**src/rtl/spi_video_host_tx.sv**
```systemverilog
`default_nettype none
// +--------------------------------------------------------------------------+
// | spi_video_host_tx : packs memory-write requests into 32-bit words and    |
// | shifts them MSB-first to the video-memory SPI port.   Revision: 1.0      |
// +--------------------------------------------------------------------------+
module spi_video_host_tx #(
  parameter int CLK_DIV   = 4,
  parameter int WORD_BITS = 32
) (
  input  logic        clk,
  input  logic        reset,
  input  logic        wr_valid,
  output logic        wr_ready,
  input  logic        wr_ram_select,
  input  logic [14:0] wr_addr,
  input  logic [15:0] wr_data,
  output logic        spi_sck,
  output logic        spi_sda,
  input  logic        spi_ready,
  output logic        busy,
  output logic [15:0] words_sent
);

  localparam int                 c_cnt_w      = $clog2(WORD_BITS);
  localparam logic [c_cnt_w-1:0] c_bit_last   = c_cnt_w'(WORD_BITS - 1);
  localparam logic [7:0]         c_phase_last = 8'(CLK_DIV - 1);

  localparam logic [2:0] c_idle     = 3'd0;
  localparam logic [2:0] c_wait_rdy = 3'd1;
  localparam logic [2:0] c_low      = 3'd2;
  localparam logic [2:0] c_high     = 3'd3;
  localparam logic [2:0] c_gap      = 3'd4;

  generate
    if (WORD_BITS != 32) begin : g_word_bits_check
      $error("spi_video_host_tx: WORD_BITS must be 32");
    end
    if (CLK_DIV < 1 || CLK_DIV > 255) begin : g_clk_div_check
      $error("spi_video_host_tx: CLK_DIV must be in 1..255");
    end
  endgenerate

  logic [2:0]           r_state;
  logic [2:0]           w_state_next;
  logic                 r_rdy_meta;
  logic                 r_rdy_s;
  logic [7:0]           r_phase;
  logic [c_cnt_w-1:0]   r_bit_cnt;
  logic [WORD_BITS-1:0] r_shift;
  logic [15:0]          r_words_sent;
  logic                 r_sck;
  logic                 r_sda;
  logic                 r_wr_ready;
  logic                 r_busy;
  logic                 w_phase_done;
  logic                 w_accept;
  logic                 w_timed;
  logic                 w_sck_d;
  logic                 w_sda_d;
  logic                 w_wr_ready_d;
  logic                 w_busy_d;

  assign w_phase_done = (r_phase == c_phase_last);
  assign w_accept     = wr_valid && r_wr_ready && (r_state == c_idle);
  assign w_timed      = (r_state == c_low) || (r_state == c_high) || (r_state == c_gap);

  // spi_ready comes from the sink's clock domain
  always_ff @(posedge clk or negedge reset) begin
    if (!reset) begin
      r_rdy_meta <= 1'b0;
      r_rdy_s    <= 1'b0;
    end else begin
      r_rdy_meta <= spi_ready;
      r_rdy_s    <= r_rdy_meta;
    end
  end

  always_ff @(posedge clk or negedge reset) begin
    if (!reset) begin
      r_state <= c_idle;
    end else begin
      r_state <= w_state_next;
    end
  end

  always_comb begin
    w_state_next = r_state;
    case (r_state)
      c_idle:     if (w_accept) w_state_next = c_wait_rdy;
      c_wait_rdy: if (r_rdy_s) w_state_next = c_low;
      c_low:      if (w_phase_done) w_state_next = c_high;
      c_high: begin
        if (w_phase_done) begin
          w_state_next = (r_bit_cnt == '0) ? c_gap : c_low;
        end
      end
      c_gap:      if (w_phase_done) w_state_next = c_idle;
      default:    w_state_next = c_idle;
    endcase
  end

  // Serial pins follow the current state one cycle later; the handshake
  // flops follow the next state so wr_ready lines up with IDLE exactly.
  always_comb begin
    w_sck_d      = 1'b0;
    w_sda_d      = 1'b0;
    w_wr_ready_d = (w_state_next == c_idle);
    w_busy_d     = (w_state_next != c_idle);
    case (r_state)
      c_low:   w_sda_d = r_shift[WORD_BITS-1];
      c_high: begin
        w_sck_d = 1'b1;
        w_sda_d = r_sda;
      end
      default: ;
    endcase
  end

  always_ff @(posedge clk or negedge reset) begin
    if (!reset) begin
      r_sck      <= 1'b0;
      r_sda      <= 1'b0;
      r_wr_ready <= 1'b0;
      r_busy     <= 1'b0;
    end else begin
      r_sck      <= w_sck_d;
      r_sda      <= w_sda_d;
      r_wr_ready <= w_wr_ready_d;
      r_busy     <= w_busy_d;
    end
  end

  always_ff @(posedge clk or negedge reset) begin
    if (!reset) begin
      r_phase      <= '0;
      r_bit_cnt    <= '0;
      r_shift      <= '0;
      r_words_sent <= '0;
    end else begin
      r_phase <= (w_timed && !w_phase_done) ? r_phase + 8'd1 : 8'd0;
      if (w_accept) begin
        r_shift   <= {wr_ram_select, wr_addr, wr_data};
        r_bit_cnt <= c_bit_last;
      end else if ((r_state == c_high) && w_phase_done && (r_bit_cnt != '0)) begin
        r_shift   <= {r_shift[WORD_BITS-2:0], 1'b0};
        r_bit_cnt <= r_bit_cnt - 1'b1;
      end
      if ((r_state == c_gap) && w_phase_done) begin
        r_words_sent <= r_words_sent + 16'd1;
      end
    end
  end

  assign spi_sck    = r_sck;
  assign spi_sda    = r_sda;
  assign wr_ready   = r_wr_ready;
  assign busy       = r_busy;
  assign words_sent = r_words_sent;

endmodule
`default_nettype wire

```
**config.mk**
```make
export PLATFORM = sky130hd
export DESIGN_NAME = spi_video_host_tx
export DESIGN_NICKNAME = d
export VERILOG_FILES = /design/src/rtl/spi_video_host_tx.sv
export SDC_FILE = /design/constraint.sdc
export NUM_CORES = 1
export LEC_CHECK = 0
export ABC_CLOCK_PERIOD_IN_PS = 5000
export BUFFER_PORTS_ARGS = -buffer_cell sky130_fd_sc_hd__buf_4
export CAP_MARGIN = 10
export CORE_AREA = 2 2 94 96
export CTS_CLUSTER_SIZE = 20
export DETAILED_ROUTE_END_ITERATION = 6
export DIE_AREA = 0 0 96 98
export PLACE_DENSITY = 0.68
export SLEW_MARGIN = 5
export SYNTH_ARGS = -nofsm -noshare
export SYNTH_HDL_FRONTEND = slang
export SYNTH_SLANG_ARGS = --single-unit
```
**constraint.sdc**
```tcl
create_clock -name clk -period 5 [get_ports clk]
set_input_delay 0.25 -clock clk [delete_from_list [all_inputs] [get_ports clk]]
set_output_delay 0.25 -clock clk [all_outputs]
set_load 0.1 [all_outputs]
```
==> results.yml <==
status:
  status: "finished clean"
clock_tree:
  cts_resized: 0
  cts_tree: "built"
  cts_hold_buf: 0
  root_buffer: "clkbuf_8"
  cts_setup_buffers: 0
  insertion_delay_ns: 0.34
  clk_pin_slew_worst_paths_ns: 0.08
  cts_buffers: 9
  clk_path_buf_depth: 2
  htreeDepth: 3
  clock-sinks: 70
timing:
  period_minus_slack_ns: 2.21
  rsz0062_at_grt: "false"
  fmax_ghz: 0.453
  fin_skew_ns: 0.0118
  finalHoldViolCount: 0
  setup_viol: 0
  fin_tns_setup_ns: 0
  slew_headroom_pct: 27.1
  timing.final.crit_share_pct: 44.2
  slew_viol_final: 0
  worst_slew_pin_slew_ns: 1.09
setup_path:
  crit_required_ns: 5.16
  endpoint_kind: "flip-flop"
  crit_fanout: 68
  cp-start-kind: "flip-flop"
  max_stage_delay_ns: 1.21
  worstPathArrival_ns: 2.37
  cpMaxStageDelayCell: "or4_2"
  worst-setup-path-type: "reg2reg"
  crit_chain: "or4_2 -> nor2_1 -> a31oi_1"
die:
  die_w_microns: 96
  coreArea_sq_um: 8470
  die-area_sq_um: 9410
  initial_core_util_pct: 38.3
  chipHeight_microns: 98
  io_pins: 56
  row_count: 34
logic_synthesis:
  synth.yosys.seq_area_share_pct: 54.0
  avgSynthCellArea_sq_um: 9.65
  yosys-top-cells-area: "dfrtp_1, nand2_1, a31oi_1"
  yosysUniqueCellTypes: 38
  async_flop_share_pct: 100
  syn_nets: 376
  ys_warn_count: 0
  ys_ff_latch: 70
  yosysTopAreaCellShare_pct: 54.0
  netlist_area_sq_um: 3240
  synth_enable_flop_cells: 0
  yosysTopAreaCell: "dfrtp_1"
  synth_ff_type: "dfrtp_1"
  synth_cells: 336
cells_and_area:
  drive_gt1_share_pct: 21.2
  antenna_cells: 0
  area_delta_synth_final_pct: 21.8
  multi_input_area_sq_um: 1370
  fill_cells: 772
  fin_nets: 426
  final-seq-area_sq_um: 1750
grt:
  grt_pass1_wl_microns: 10900
  grt_pass1_vias: 2299
  grt_usage_pct: 14.5
  overflow: 0
  grt_max_degree: 71
  antenna_found_initial: 0
power_and_ir_drop:
  powerDensity_nw_per_um2: 487
  fin_total_pwr_mw: 1.92
  vdd_drop_max_mv: 0.206
  cellLeakagePower_nw: 1.85
routing:
  met1_length_microns: 3120
  highest_layer: "met4"
  dr_total_vias: 2550
  ant_nets: 0
  wl_met2_microns: 3210
  first_pass_iters: 4
  wl_met3_microns: 208
  wire_per_inst_microns: 13.4
  vias_per_cell: 5.11
  drt-initial-drc-count: 128
  wirelength_microns: 6680
  drc: 0
run:
  maxCapViolations: 0
placement:
  hpwl_microns: 4360
  gp_congestion: 0.788
  port_buffers: 55
min_path:
  hold_path_class: "in2async"
logic make-up after synthesis:
| logic type | share of synthesized area, % |
|---|---|
| xor gates and xnor gates | 6.21 |
| muxes | 0.965 |
| AOI/OAI and AO/OA | 8.18 |
| adders and majority gates | 1.54 |
| and+or+nand+nor | 25.3 |
| buffers and inverters | 3.78 |
| DFF | 54.0 |
final cells by class:
| class | instances | share of cell area [%] |
|---|---|---|
| inverter | 5 | 0.475 |
| multi-input combinational | 243 | 34.7 |
| clock inverter | 6 | 2.76 |
| sequential | 70 | 44.4 |
| tap | 108 | 3.42 |
| timing repair buffer | 57 | 10.8 |
| clock buffer | 10 | 3.49 |
final timing paths:
| kind | endpoint | slack [ns] | cells past startpoint | start |
|---|---|---|---|---|
| min in group clk | r_rdy_meta | 0.02 | 1 | spi_ready |
| worst max register to register | r_shift[4] | 2.79 | 3 | r_state[1] |
| max in group asynchronous | r_phase[4] | 4.42 | 1 | reset |
| worst max-delay path | r_shift[4] | 2.79 | 3 | r_state[1] |
| worst min-delay path | r_shift[10] | 0.008 | 1 | reset |
| worst min register to register | r_rdy_s | 0.36 | 0 | r_rdy_meta |
worst max-delay path, delay by kind of cell, from the launching register on:
kind	cells	cell delay (ns)
AOI/OAI and AO/OA	1	0.06
DFF	1	0.49
and+or+nand+nor	2	1.47
per-layer routing:
layer / GRT usage (%) / vias up
met4: 6.26 / 0
met1: 20.7 / 1247
met2: 21.8 / 42
li1: - / 1248
met5: 0 / -
met3: 2.16 / 13
through the flow:
step / std cells / utilization [%] / setup slack, ns / instance area, sq um / hold WS (ns)
2_1_floorplan: 336 / - / 2.82 / 3240 / -0.0456
3_3_place_gp: 483 / 43.7 / 2.85 / 3700 / 0.335
3_5_place_dp: 483 / 43.7 / 2.80 / 3700 / 0.346
4_1_cts: 499 / 46.6 / 2.80 / 3950 / 0.00187
5_1_grt: 499 / 46.6 / 2.64 / 3950 / 0.00558
6_report: 499 / 46.6 / 2.79 / 3950 / 0.00845
synthesized netlist by cell type (2+ instances only):
library cell and count:
xnor2_1 12, a31oi_1 32, dfrtp_1 70, clkbuf_1 6, ha_1 4, and4_1 3
buf_2 8, nor2b_1 2, nand3_1 12, mux2i_1 2, inv_1 5, and3_1 4
nor3_1 5, xor2_1 11, nor3b_2 2, nand2_1 72, nor4_4 2, nor2_1 45
or3b_2 2, o21ai_1 4, buf_6 3, nor4_1 4, nand4_1 7, a21oi_1 5
state kept, by name (all words and copies together), names as in the netlist:
register    flops
r_phase         8
spi_sck         1
r_state         3
r_rdy_s         1
r_shift        32
words_sent     16
spi_sda         1
r_rdy_meta      1
r_bit_cnt       5
busy            1
wr_ready        1
power breakdown:
part | internal [mW] | switching, mW | total [mW]
logic | 0.210 | 0.278 | 0.488
clock network | 0.344 | 0.212 | 0.556
registers | 0.746 | 0.134 | 0.881
placed cells by master (no fill, tap or decap), drive strengths merged, types with 3 or more instances in the layout:
cell type / Yosys / routed
a21oi: 5 / 5
a31oi: 32 / 32
and3: 5 / 5
and4: 3 / 3
buf: 12 / 57
bufinv: 0 / 3
clkbuf: 6 / 10
clkinv: 0 / 3
dfrtp: 70 / 70
ha: 4 / 4
inv: 5 / 5
nand2: 72 / 72
nand3: 12 / 12
nand4: 7 / 7
nor2: 46 / 46
nor3: 5 / 5
nor4: 6 / 6
o21ai: 5 / 5
xnor2: 12 / 12
xor2: 11 / 11
Note: power is estimated with default switching activity, not from simulation.
